<file path="src/rtl/lsu_controller.sv">
// lsu_controller: multi-cycle load/store sequencer between decode and the data bus.
// Captures one load/store per request, drives a valid/ready bus request with byte
// enables and lane-replicated store data, extends load data, and stalls the pipe.
// Ports: clk, rst_n (async low); red_enable/write_enable/memory_type/addr/store_data
// from the pipeline; bus_req_* / bus_we / bus_addr / bus_be / bus_wdata request side;
// bus_rsp_valid / bus_rdata response side; stall, load_valid, load_data to the pipe.
// Optional LSU_MISALIGN_TRAP_EN: misaligned accesses skip the bus and pulse
// misalign_fault; otherwise they are silently aligned.
module lsu_controller #(
  parameter int ADDR_W = 32,
  parameter int DATA_W = 32
) (
  input  logic              clk,
  input  logic              rst_n,
  input  logic              red_enable,
  input  logic              write_enable,
  input  logic [2:0]        memory_type,
  input  logic [ADDR_W-1:0] addr,
  input  logic [DATA_W-1:0] store_data,
  output logic              bus_req_valid,
  input  logic              bus_req_ready,
  output logic              bus_we,
  output logic [ADDR_W-1:0] bus_addr,
  output logic [3:0]        bus_be,
  output logic [DATA_W-1:0] bus_wdata,
  input  logic              bus_rsp_valid,
  input  logic [DATA_W-1:0] bus_rdata,
`ifdef LSU_MISALIGN_TRAP_EN
  output logic              misalign_fault,
`endif
  output logic              stall,
  output logic              load_valid,
  output logic [DATA_W-1:0] load_data
);

  typedef enum logic [1:0] {
    S_IDLE, S_REQ, S_WAIT, S_DONE
  } state_t;

  localparam logic [1:0] SZ_B = 2'd0;
  localparam logic [1:0] SZ_H = 2'd1;
  localparam logic [1:0] SZ_W = 2'd2;

  function automatic logic [1:0] size_of(input logic [2:0] t);
    logic [1:0] s;
    s = SZ_W;
    unique case (1'b1)
      (t == 3'b000) || (t == 3'b011): s = SZ_B;
      (t == 3'b001) || (t == 3'b100): s = SZ_H;
      default:                        s = SZ_W;
    endcase
    return s;
  endfunction

  state_t state, state_nx;

  logic              store_q;
  logic [2:0]        type_q;
  logic [ADDR_W-1:0] addr_q;
  logic [DATA_W-1:0] data_q;
  logic [DATA_W-1:0] ld_q;
  logic              req;
  logic              trap_in;
  logic              fault_q;
  logic [1:0]        q_sz;
  logic [1:0]        off;
  logic [DATA_W-1:0] sh;
  logic [DATA_W-1:0] ext;

  assign req  = write_enable | red_enable;
  assign q_sz = size_of(type_q);

`ifdef LSU_MISALIGN_TRAP_EN
  logic [1:0] in_sz;
  assign in_sz   = size_of(memory_type);
  assign trap_in = ((in_sz == SZ_H) && addr[0]) ||
                   ((in_sz == SZ_W) && (addr[1:0] != 2'b00));
`else
  assign trap_in = 1'b0;
`endif

  // Misaligned halves/words are forced onto their natural boundary.
  always_comb begin
    off = 2'b00;
    unique case (q_sz)
      SZ_B:    off = addr_q[1:0];
      SZ_H:    off = {addr_q[1], 1'b0};
      default: off = 2'b00;
    endcase
  end

  assign sh = bus_rdata >> {off, 3'b000};

  always_comb begin
    ext = sh;
    unique case (1'b1)
      (type_q == 3'b000): ext = {{24{sh[7]}}, sh[7:0]};
      (type_q == 3'b001): ext = {{16{sh[15]}}, sh[15:0]};
      (type_q == 3'b011): ext = {24'd0, sh[7:0]};
      (type_q == 3'b100): ext = {16'd0, sh[15:0]};
      default:            ext = sh;
    endcase
  end

  always_ff @(posedge clk or negedge rst_n) begin
    if (!rst_n) begin
      state <= S_IDLE;
    end else begin
      state <= state_nx;
    end
  end

  always_comb begin
    state_nx = state;
    unique case (state)
      S_IDLE: if (req) state_nx = trap_in ? S_DONE : S_REQ;
      S_REQ:  if (bus_req_ready) state_nx = store_q ? S_DONE : S_WAIT;
      S_WAIT: if (bus_rsp_valid) state_nx = S_DONE;
      S_DONE: state_nx = S_IDLE;
      default: state_nx = S_IDLE;
    endcase
  end

  always_ff @(posedge clk or negedge rst_n) begin
    if (!rst_n) begin
      store_q <= 1'b0;
      type_q  <= 3'd0;
      addr_q  <= '0;
      data_q  <= '0;
      ld_q    <= '0;
      fault_q <= 1'b0;
    end else begin
      if (state == S_IDLE && req) begin
        store_q <= write_enable;
        type_q  <= memory_type;
        addr_q  <= addr;
        data_q  <= store_data;
        fault_q <= trap_in;
      end
      if (state == S_WAIT && bus_rsp_valid) begin
        ld_q <= ext;
      end
    end
  end

  assign load_data = ld_q;

  always_comb begin
    bus_req_valid = 1'b0;
    bus_we        = 1'b0;
    bus_addr      = '0;
    bus_be        = 4'b0000;
    bus_wdata     = '0;
    stall         = 1'b0;
    load_valid    = 1'b0;
`ifdef LSU_MISALIGN_TRAP_EN
    misalign_fault = 1'b0;
`endif
    unique case (state)
      S_IDLE: stall = req;
      S_REQ: begin
        bus_req_valid = 1'b1;
        stall         = 1'b1;
        bus_we        = store_q;
        bus_addr      = {addr_q[ADDR_W-1:2], 2'b00};
        unique case (q_sz)
          SZ_B: begin
            bus_be    = 4'b0001 << off;
            bus_wdata = {4{data_q[7:0]}};
          end
          SZ_H: begin
            bus_be    = 4'b0011 << off;
            bus_wdata = {2{data_q[15:0]}};
          end
          default: begin
            bus_be    = 4'b1111;
            bus_wdata = data_q;
          end
        endcase
      end
      S_WAIT: stall = 1'b1;
      S_DONE: begin
        load_valid = !store_q && !fault_q;
`ifdef LSU_MISALIGN_TRAP_EN
        misalign_fault = fault_q;
`endif
      end
      default: stall = 1'b0;
    endcase
  end

endmodule

</file>
<file path="config.mk">
export PLATFORM = sky130hd
export DESIGN_NAME = lsu_controller
export DESIGN_NICKNAME = d
export VERILOG_FILES = /design/src/rtl/lsu_controller.sv
export SDC_FILE = /design/constraint.sdc
export NUM_CORES = 1
export LEC_CHECK = 0
export ABC_AREA = 1
export CORE_ASPECT_RATIO = 1.5
export CORE_MARGIN = 8
export CORE_UTILIZATION = 46
export CTS_BUF_LIST = sky130_fd_sc_hd__clkbuf_8
export DETAILED_ROUTE_END_ITERATION = 8
export GPL_TIMING_DRIVEN = 0
export PLACE_DENSITY = 0.84
export SLEW_MARGIN = 20
export SYNTH_ARGS = -nofsm -noshare
export SYNTH_HDL_FRONTEND = slang
export SYNTH_SLANG_ARGS = --single-unit
</file>
<file path="constraint.sdc">
create_clock -name clk -period 2.1 [get_ports clk]
set_input_delay 0.42 -clock clk [delete_from_list [all_inputs] [get_ports clk]]
set_output_delay 0.42 -clock clk [all_outputs]
set_load 0.03 [all_outputs]
</file>
### Word level (Yosys, flattened, before mapping)

Cells that the tools add are included.

* bits in registers: 102
* input bits: 105
* output and inout bits: 104
* word-level logic and storage cells: 47

* eq/ne operators: 10
* shifts and indexed selects: 3
* mux-type cells: 17
* bitwise operators: 1
* reductions and logical operators: 10

Operators with widths (count)
* $pmux W32 S4: 1
* $mux W32: 2
* $pmux W32 S2: 1
* $shr A32 B5 Y32: 1
* $pmux W2 S2: 2
* $pmux W2 S4: 1
* $pmux W4 S2: 1
* $mux W2: 3
* $ne A2 B2 Y1 const B: 3
* $eq A2 B1 Y1 const B: 2
* $eq A2 B2 Y1 const B: 2
* $logic_not A2 Y1: 2
* $mux W1: 4
* $mux W4: 1
* $shl A1 B2 Y4 const A: 1
* $shl A2 B2 Y4 const A: 1
* $eq A3 B1 Y1 const B: 1
* $eq A3 B2 Y1 const B: 1
* $eq A3 B3 Y1 const B: 1
* $logic_not A3 Y1: 1
* $reduce_and A3 Y1: 1
* $logic_and A1 B1 Y1: 2
* $logic_or A1 B1 Y1: 2
* $pmux W1 S2: 1
* other kinds (3): 3

### Longest topological paths before layout

* depth after elaboration: 8
* mapped depth: 11
* gate-level depth less buffers: 10

### Worst setup path before layout

Ideal clock, no wire load.

* path type: reg-to-output
* start point: register state[1]
* end point: output bus_wdata[23]
* arrival: 2030 ps
* required time: 1680 ps
* path slack: -350 ps
* stages on the path, launching flop included: 7
* buffers on the path: 2
* cell sequence: dfrtp_1 inv_1 ha_1 clkbuf_1 clkbuf_1 o21ai_0 nor2_1

* cells in the longest elaborated chain, start to end: 2

RTL lines
* start, declared: RTL line 55 `state_t state, state_nx;`
* start signal, assigned: RTL line 109 `state <= state_nx;`
* $eq A2 B1 Y1: RTL line 159 `unique case (state)`
* $mux W32: RTL line 159
* end, declared: RTL line 25 `output logic [DATA_W-1:0] bus_wdata,`

No other way between the ends.

### Worst setup path after layout

* start point: register type_q[1]
* end point: output bus_wdata[15]

* cells in the longest elaborated chain, start to end: 6
* elaborated cells between the ends (all ways): 11
* classes of those cells: eq/ne: 4; mux: 3; reduce/logical: 4

RTL lines
* start, declared: RTL line 58 `logic [2:0] type_q;`
* start signal, assigned: RTL line 135 `type_q <= memory_type;`
* $eq A3 B1 Y1 (tied with other cells): RTL line 49 `(t == 3'b001) || (t == 3'b100): s = SZ_H;`
* $logic_or A1 B1 Y1, on equally long branches: RTL line 49, 48
* $pmux W2 S2 *: RTL line 47 `unique case (1'b1)`
* $eq A2 B1 Y1 or $logic_not A2 Y1 (tied branches): RTL line 166 `unique case (q_sz)`
* $pmux W32 S2 *: RTL line 166
* $mux W32 *: RTL line 159

Every way passes the cells marked *; elsewhere a longest branch is shown, timed or not.

==> results.md <==
- Status: finished, violations left
- Failing checks: setup timing
- Commonest non-fill, non-tap cell in the layout: clkdlybuf4s50_1
- FP Rows: 49
- Unrepaired setup endpoints after global routing: yes
- Ys flop type: dfrtp_1
- Worst EP required: 1.68 ns
- Syn avg cell area: 8.44 µm²
- Final WS setup: -0.182 ns
- Io pins: 209
- Die height: 151 µm
- Slowest CP cell: dfrtp_1
- Yosys cell types: 28
- Core area: 11900 µm²
- GR Util All Layers: 25.0%
- Vias in the first global route: 6002
- Fin crit share: 109%
- Number of synthesized flops with an enable pin: 0
- Crit path launch type: flip-flop
- Initial core utilization: 46.7%
- Nets: 1042
- Post-synth ARST share: 100%
- Skew-Pair Late Insertion Delay: 0.38 ns
- Register area share after synthesis: 46.0%
- Worst Max-Slew Pin Slew: 0.588 ns
- Worst-path clk slew: 0.11 ns
- Leak: 4.84 nW
- DP Worst Slack: -0.929 ns
- # setup viols final: 81
- Residual DRC count: 0
- WL final: 22600 µm
- Sink Count: 102
- Port bufs: 206
- Clock Tree Root: clkbuf_8
- Mapped cell area: 5550 µm²
- Via density: 5.42
- CTS Buf Count: 9
- Ys Warns: 0
- Antenna cells: 0
- HP Class: input port to async pin
- Antenna violations before repair: 0
- Die width: 106 µm
- Area grow syn2layout: 75.6%
- PD cells: 1730 nW/µm²
- Most frequent cells in the layout: clkdlybuf4s50_1 (135), dfrtp_1 (99), nand2_1 (77)
- Cell count after synthesis: 658
- Largest net degree at the start of global routing: 76
- Highest clock rate: 438 MHz
- Final hold vios: 0
- Worst path cell trace: inv_2, nand2_4, o21ai_4, inv_4, buf_8, nor2_4, a21oi_2, o21ai_2, nor2_1, buf_4
- First-pass iteration count of the detailed router: 5
- Post-DP HPWL: 14500 µm
- Final Wtd Congestion: 0.950
- Number of DRC markers in iteration 0: 287
- Post-route minimum period: 2.28 ns
- DRT antenna net count: 0
- H-tree depth: 3
- CP max stage delay: 0.40 ns
- Final Skew: 0.0108 ns
- Worst Hold Slack: 0.474 ns
- DP Area: 7850 µm²
- Layout cells sized above 1: 45.8%
- Max-slew headroom: 60.8%
- Vias: 5902
- GRT overflow: 0
- Die area: 15900 µm²
- Final Cell Area: 9750 µm²
- Global-route wire length before repair: 31100 µm
- Number of synthesized register bits: 102
- Crit-path max FO: 5
- Arr. time, crit path: 1.86 ns
- Slew Limit Fails: 0
- CTS Buffer Depth: 2
- VDD IR-drop max: 0.00108 V
- TritonCTS clock tree: yes
- Critical path class: flip-flop to primary output
- Max_cap viols: 0
- Routed len/inst: 20.7 µm
- Crit. End Element: primary output
[registers in the layout, summed over array words and instances, names as in the netlist]
signal and count:
addr_q 32, data_q 32, load_data 32, store_q 1, type_q 3, state 2
[kinds of logic after synthesis]
kind of cell | count (synthesis) | share of synthesized area, %
buf+inv | 149 | 11.0
mux | 64 | 13.0
fa+ha+maj | 6 | 1.35
compound gates | 77 | 7.66
other cells | 1 | 0.0675
simple gates | 259 | 20.9
flops | 102 | 46.0
[repair_timing]
action                                 in CTS  in global routing
gates cloned                                6                  7
setup endpoints to repair                  86                 90
endpoints found under the hold margin      27                  0
gates resized for setup                   549                243
pin swaps                                  16                 31
buffers inserted                           20                 27
hold buffers                                1                  0
[per-layer routing]
layer | vias up | routed length (µm) | GRT usage [%]
met5 | - | 0 | 0
met4 | 0 | 1220 | 11.9
met3 | 85 | 1820 | 8.31
met2 | 312 | 12100 | 46.8
met1 | 2841 | 7430 | 23.8
li1 | 2664 | - | -
[power by group]
group	internal, W	total, W	leakage, nW	switching (W)
combinational	0.00536	0.0118	3.56	0.00640
sequential	0.00297	0.00389	1.19	0.000920
clock	0.000448	0.00121	0.0963	0.000757
[stage by stage]
stage / util, % / std cells / total power [W] / setup TNS [ns]
final: 81.9 / 1089 / 0.0169 / -5.28
after global routing: 81.9 / 1089 / 0.0177 / -11.22
after CTS: 72.6 / 1060 / 0.0146 / -4.35
after detailed placement: 66.0 / 1019 / 0.0120 / -53.63
after global placement: 65.7 / 1018 / 0.0119 / -396.16
after floorplan: - / 659 / 0.00882 / -0.0285
[synth_stat cells, drive strengths merged, types with 7 or more instances]
cell,n,area share [%]
inv,108,7.3
dfrtp,102,46
nand3,59,5.8
nor2,37,2.5
clkbuf,21,1.4
o22ai,7,0.79
a31oi,7,0.79
buf,19,2.2
mux2,64,13
nand2,130,8.9
nand4,16,1.8
or2,16,1.8
a21oi,28,2.7
o21ai,32,3.0
[cell type report]
cell class                      instances  area [µm²]
Sequential cell                       102        2560
Timing Repair Buffer                  266        2840
Clock buffer                            9         124
Buffer                                 34         372
Fill cell                             688        2150
Inverter                              109         422
Multi-Input combinational cell        409        3180
Tap cell                              153         191
Clock inverter                          7        61.3
[path summary, 6_finish.rpt]
path                            slack (ns)          start  cells after the start             to
worst min-delay path                  0.47          rst_n                      2  load_data[31]
worst min register to register        0.49  load_data[12]                      2  load_data[12]
worst max register to register       -0.14      type_q[0]                     13   load_data[6]
min in group clk                      0.49  load_data[12]                      2  load_data[12]
max in group asynchronous             0.96          rst_n                      3      data_q[9]
worst max-delay path                 -0.18      type_q[1]                     10  bus_wdata[15]
[worst max-delay path: cells and delay by family, from the launching register on]
kind / cells / cell delay, ns
buffers and inverters: 4 / 0.50
DFF: 1 / 0.40
and+or+nand+nor: 3 / 0.26
AOI/OAI and AO/OA: 3 / 0.33
Note: power is estimated with default switching activity, not from simulation.
